**src/rtl/fifo_burst_reader.sv**
```systemverilog
// fifo_burst_reader
//   Read-side master for the synchronous FIFO (wr_en/din/rd_en/dout/prog_full).
//   Bursts of BURST_LEN reads are started by fifo_prog_full; words that sit in
//   the FIFO for TIMEOUT idle cycles without reaching prog_full are flushed one
//   at a time. Captured words are replayed on a valid/ready stream, with m_last
//   marking the final word of a burst and every flushed word.
//
// Ports
//   clk             clock, rising edge
//   rst             asynchronous reset, active-low
//   fifo_rd_en      FIFO read strobe (registered)
//   fifo_dout       FIFO read data, valid the cycle after fifo_rd_en
//   fifo_prog_full  FIFO programmable-full flag
//   fifo_empty      FIFO empty flag
//   m_valid/m_data/m_last/m_ready  output stream
//   busy            FSM active, output buffer occupied or a read in flight
//   stat_bursts     (READER_STAT_EN only) count of m_last handshakes, wraps
//
// Optional feature macro: READER_STAT_EN
module fifo_burst_reader #(
   parameter int WIDTH      = 32,
   parameter int BURST_LEN  = 8,
   parameter int TIMEOUT    = 64,
   parameter int OBUF_DEPTH = 4
) (
   input  logic             clk,
   input  logic             rst,
   output logic             fifo_rd_en,
   input  logic [WIDTH-1:0] fifo_dout,
   input  logic             fifo_prog_full,
   input  logic             fifo_empty,
   output logic             m_valid,
   output logic [WIDTH-1:0] m_data,
   output logic             m_last,
   input  logic             m_ready,
   output logic             busy
`ifdef READER_STAT_EN
   ,
   output logic [15:0]      stat_bursts
`endif
);

   localparam int AW = $clog2(OBUF_DEPTH);
   localparam int PW = AW + 1;
   localparam int CW = $clog2(BURST_LEN + 1);
   localparam int TW = $clog2(TIMEOUT + 1);

   typedef enum logic [1:0] {IDLE, BURST, FLUSH, DRAIN} state_t;

   state_t           state, state_n;
   logic [CW-1:0]    cnt, cnt_n;
   logic [TW-1:0]    tmo, tmo_n;
   logic             issue, issue_last;
   logic             rd_last_p0;
   logic             vld_p1, last_p1;
   logic [PW-1:0]    wr_ptr, rd_ptr, occ;
   logic [PW:0]      pend;
   logic             empty, full, push, pop, credit;
   logic [WIDTH-1:0] data_mem [OBUF_DEPTH];
   logic             last_mem [OBUF_DEPTH];

   assign empty = (wr_ptr == rd_ptr);
   assign full  = (wr_ptr[AW] != rd_ptr[AW]) && (wr_ptr[AW-1:0] == rd_ptr[AW-1:0]);
   assign occ   = wr_ptr - rd_ptr;

   // Reads already issued (rd_en high) or awaiting capture still need a slot,
   // so they are reserved against the buffer before another read is issued.
   assign pend   = {1'b0, occ} + {{PW{1'b0}}, fifo_rd_en} + {{PW{1'b0}}, vld_p1};
   assign credit = !fifo_empty && (pend < (PW+1)'(OBUF_DEPTH));

   assign push    = vld_p1 && !full;
   assign m_valid = !empty;
   assign pop     = m_valid && m_ready;
   // Gate with m_valid so the outputs read zero whenever nothing is held.
   assign m_data  = empty ? '0 : data_mem[rd_ptr[AW-1:0]];
   assign m_last  = empty ? 1'b0 : last_mem[rd_ptr[AW-1:0]];
   assign busy    = (state != IDLE) || !empty || fifo_rd_en || vld_p1;

   // The first read of a burst and the timeout flush read are issued on the
   // same edge that leaves IDLE, so a burst streams out two cycles after entry.
   always_comb begin
      state_n    = state;
      cnt_n      = cnt;
      tmo_n      = tmo;
      issue      = 1'b0;
      issue_last = 1'b0;
      case (state)
         IDLE: begin
            if (fifo_prog_full) begin
               tmo_n   = '0;
               state_n = BURST;
               cnt_n   = CW'(BURST_LEN);
               if (credit) begin
                  issue = 1'b1;
                  cnt_n = CW'(BURST_LEN - 1);
                  if (BURST_LEN == 1) begin
                     issue_last = 1'b1;
                     state_n    = DRAIN;
                  end
               end
            end else if (!fifo_empty) begin
               if (tmo == TW'(TIMEOUT - 1)) begin
                  tmo_n   = '0;
                  state_n = FLUSH;
                  if (credit) begin
                     issue      = 1'b1;
                     issue_last = 1'b1;
                     state_n    = DRAIN;
                  end
               end else begin
                  tmo_n = tmo + 1'b1;
               end
            end else begin
               tmo_n = '0;
            end
         end
         BURST: begin
            // An empty FIFO mid-burst only withholds credit; the burst stays open.
            if (credit) begin
               issue = 1'b1;
               cnt_n = cnt - 1'b1;
               if (cnt == CW'(1)) begin
                  issue_last = 1'b1;
                  state_n    = DRAIN;
               end
            end
         end
         FLUSH: begin
            if (credit) begin
               issue      = 1'b1;
               issue_last = 1'b1;
               state_n    = DRAIN;
            end
         end
         DRAIN: begin
            if (!fifo_rd_en && !vld_p1) begin
               state_n = IDLE;
               tmo_n   = '0;
            end
         end
         default: state_n = IDLE;
      endcase
   end

   always_ff @(posedge clk or negedge rst) begin
      if (!rst) begin
         state      <= IDLE;
         cnt        <= '0;
         tmo        <= '0;
         fifo_rd_en <= 1'b0;
         rd_last_p0 <= 1'b0;
         vld_p1     <= 1'b0;
         last_p1    <= 1'b0;
         wr_ptr     <= '0;
         rd_ptr     <= '0;
      end else begin
         state      <= state_n;
         cnt        <= cnt_n;
         tmo        <= tmo_n;
         // stage p0: read strobe and its last tag leave the FSM
         fifo_rd_en <= issue;
         rd_last_p0 <= issue_last;
         // stage p1: fifo_dout is valid this cycle, captured at its end
         vld_p1     <= fifo_rd_en;
         last_p1    <= rd_last_p0;
         if (push) wr_ptr <= wr_ptr + 1'b1;
         if (pop)  rd_ptr <= rd_ptr + 1'b1;
      end
   end

   always_ff @(posedge clk) begin
      if (push) begin
         data_mem[wr_ptr[AW-1:0]] <= fifo_dout;
         last_mem[wr_ptr[AW-1:0]] <= last_p1;
      end
   end

`ifdef READER_STAT_EN
   always_ff @(posedge clk or negedge rst) begin
      if (!rst)              stat_bursts <= '0;
      else if (pop && m_last) stat_bursts <= stat_bursts + 16'd1;
   end
`endif

endmodule

```
**config.mk**
```make
export PLATFORM = sky130hd
export DESIGN_NAME = fifo_burst_reader
export DESIGN_NICKNAME = d
export VERILOG_FILES = /design/src/rtl/fifo_burst_reader.sv
export SDC_FILE = /design/constraint.sdc
export NUM_CORES = 1
export LEC_CHECK = 0
export CAP_MARGIN = 20
export CORE_MARGIN = 1
export CORE_UTILIZATION = 51
export CTS_CLUSTER_DIAMETER = 100
export DETAILED_ROUTE_END_ITERATION = 10
export MAX_ROUTING_LAYER = met4
export PLACE_DENSITY = 0.76
export SLEW_MARGIN = 20
export SYNTH_ARGS = -nofsm -noshare
export SYNTH_HDL_FRONTEND = slang
export SYNTH_SLANG_ARGS = --single-unit
```
**constraint.sdc**
```tcl
create_clock -name clk -period 2.6 [get_ports clk]
set_input_delay 0.26 -clock clk [delete_from_list [all_inputs] [get_ports clk]]
set_output_delay 0.26 -clock clk [all_outputs]
set_load 0.01 [all_outputs]
```
==> results.json <==
{
  "status": "complete, no violations",
  "clock-sinks": 155,
  "grt.total_usage_pct": 20.6,
  "coreArea_sq_mm": 0.0122,
  "yosysWarnings": 0,
  "synth-seq-cells": 155,
  "post_drt_wl_per_cell_um": 18.9,
  "power.internal_uw": 6670,
  "hpwl_mm": 7.59,
  "nets": 508,
  "critical_path_class": "reg -> out",
  "yosysMostFrequentCell": "edfxtp_1",
  "fin_crit_sh_pct": 96.9,
  "cap_violations": 0,
  "ys_seq_area_share_pct": 69.6,
  "syn_avg_cell_area_sq_um": 18.1,
  "vias": 3485,
  "grt_pass1_wl_mm": 19.1,
  "cts_buffers": 17,
  "clock_latency_ns": 0.42,
  "fin_cells": 635,
  "grt_max_degree": 28,
  "slew_headroom_pct": 58.2,
  "synth_edf_count": 132,
  "drt-total-wl_mm": 12.0,
  "p_seq_share_pct": 32.8,
  "startpoint_type": "register",
  "place_congestion": 0.830,
  "maxSlewViolCount": 0,
  "r2r_start": "wr_ptr[1]$_DFFE_PN0P_",
  "clock_path_buffers": 2,
  "antenna_found_initial": 0,
  "cp-end-kind": "primary output",
  "drc_errors": 0,
  "hold_class": "in -> async",
  "clock_power_share_pct": 25.3,
  "postLayoutCellArea_sq_mm": 0.00820,
  "antenna_cells": 0,
  "power_density_mw_per_mm2": 1170,
  "power.switching_uw": 2930,
  "fmax_mhz": 397,
  "cts_setup_buffers": 0,
  "initial_utilization_pct": 53.4,
  "p_sw_share_pct": 30.5,
  "port_buffers": 72,
  "chipHeight_um": 115,
  "grt_setup_unrepaired": "true",
  "synth_common_cells": "132 x edfxtp_1, 38 x and2_1, 33 x mux4_2, 23 x dfrtp_1, 16 x ha_1",
  "setup_viol": 0,
  "drt-initial-drc-count": 321,
  "path_max_fanout": 24,
  "final.setup_skew_ns": 0.00741,
  "ff2ff_path_depth": 6,
  "dpl_cell_area_sq_mm": 0.00752,
  "synth_top_cell_by_area": "edfxtp_1",
  "synth-async-reset-ratio_pct": 14.8,
  "drt_pre_antenna_iters": 4,
  "combPwrFrac_pct": 41.9,
  "hold_viol_final": 0,
  "required_ns": 2.34,
  "area_growth_pct": 25.8,
  "arrival_ns": 2.26,
  "die-area_sq_mm": 0.0132,
  "core.rowCount": 40,
  "syn_area_sq_mm": 0.00652,
  "root_buffer": "clkbuf_16",
  "fill_cells": 843,
  "r2r_end": "cnt[2]$_DFFE_PN0P_",
  "layout-drive-gt1-share_pct": 21.0,
  "power_leakage_uw": 0.00292,
  "r2r_slack_ns": 0.12,
  "dp_cells": 602,
  "ios": 73,
  "ir_worst_vdd_mv": 0.751,
  "clk_pin_slew_worst_paths_ns": 0.06,
  "dieWidth_um": 115,
  "synth.net_count": 415,
  "synthDistinctLibCells": 50,
  "ys.flop_type": "edfxtp_1",
  "synth_top_area_share_pct": 60.8,
  "vias_per_cell": 5.49,
  "cts_max_level": 4,
  "syn_inst": 361,
  "cts_tree": "built",
  "final_antenna_net_count": 0,
  "fin_total_pwr_uw": 9610,
  "fin_crit_ns": 2.52,
  "tightest_slew_ns": 0.622,
  "synth.area.top_cells": "edfxtp_1 61%, mux4_2 11%, dfrtp_1 8.8%",
  "grt_pass1_vias": 3659,
  "grt_overflow": 0
}
what timing repair did:
action | in CTS | in global routing
resized for setup | 10 | 11
cloned | 1 | 0
endpoints found under the setup margin | 29 | 30
hold buffers | 0 | 0
pin swaps | 0 | 0
layer usage:
metal  track usage [%]  up-vias  share of wire [%]
met1              26.8     1760                 43
li1                  -     1608                  -
met2              31.9      101                 50
met3              5.22       16                6.2
met5                 -        -                  0
met4              7.27        0                1.2
area by class of cell:
| type | instances | area (sq um) | share of cell area, % |
|---|---|---|---|
| clock buffers | 21 | 440 | 5.37 |
| clock inverters | 11 | 144 | 1.75 |
| inverters | 13 | 48.8 | 0.595 |
| multi-input cells | 178 | 1920 | 23.4 |
| flip-flops and latches | 155 | 4540 | 55.4 |
| well taps | 168 | 210 | 2.56 |
| repair buffers | 89 | 900 | 11.0 |
stage by stage:
| stage | setup WS, ns | util (%) | hold slack, ns | TNS [ns] |
|---|---|---|---|---|
| 2_1_floorplan | 0.105 | - | -0.0356 | 0 |
| 3_3_place_gp | 0.212 | 61.6 | 0.336 | 0 |
| 3_5_place_dp | 0.0998 | 61.6 | 0.343 | 0 |
| 4_1_cts | 0.0319 | 66.8 | 0.182 | 0 |
| 5_1_grt | -0.00219 | 67.2 | 0.204 | -0.00219 |
| 6_report | 0.0798 | 67.2 | 0.182 | 0 |
cells by family (layout without fill, tap and decap cells):
logic type,count (synthesis),count (layout),share of synthesized area [%]
and+or+nand+nor,84,84,7.74
buffers and inverters,28,134,1.73
DFF,155,155,69.6
muxes,37,37,12.0
xor gates and xnor gates,6,6,1.06
AOI/OAI and AO/OA,34,34,4.42
adders and majority gates,17,17,3.38
worst max-delay path, stage by stage (launching register included):
cell and delay [ns]:
dfrtp_2 0.43, buf_12 0.24, mux4_2 0.51, and2_1 0.18, clkdlybuf4s50_1 0.48
worst max path at each step:
stage          cells past startpoint  slack, ns                        to                  start
3_3_place_gp                       7       0.21        cnt[0]$_DFFE_PN0P_  wr_ptr[0]$_DFFE_PN0P_
2_1_floorplan                      7       0.11  data_mem[3][0]$_DFFE_PP_  rd_ptr[1]$_DFFE_PN0P_
4_1_cts                            4       0.03                 m_data[9]  rd_ptr[0]$_DFFE_PN0P_
3_5_place_dp                       7        0.1        cnt[0]$_DFFE_PN0P_  wr_ptr[0]$_DFFE_PN0P_
5_1_grt                            4     -0.002                m_data[29]  rd_ptr[0]$_DFFE_PN0P_
6_report                           4       0.08                 m_data[0]  rd_ptr[0]$_DFFE_PN0P_
state kept, by name, indices dropped and copies added, names as in the netlist:
register and flops:
fifo_rd_en 1, last_mem 4, tmo 7, last_p1 1
wr_ptr 3, cnt 4, rd_last_p0 1, state 2
data_mem 128, vld_p1 1, rd_ptr 3
power groups by stage:
stage	clock network [uW]	logic [uW]	registers (uW)
floorplan	0	2400	3130
global placement	0	3890	3160
detailed placement	0	3920	3180
CTS	2480	4080	3140
global route	2580	4370	3180
finish	2430	4030	3150
placed cells by master, fill, tap and decap left out, types with 4 or more instances in the layout:
master / n
o21a_1: 4
clkbuf_16: 17
buf_4: 13
edfxtp_1: 132
and2_2: 4
clkbuf_1: 4
ha_1: 14
clkdlybuf4s50_1: 63
dlymetal6s2s_1: 8
mux4_2: 33
and2_1: 34
inv_1: 12
nand2_1: 9
nor3_1: 8
o21ai_0: 7
nand3_1: 5
nor2_1: 6
dfrtp_1: 21
(Power assumes the default switching activity.)
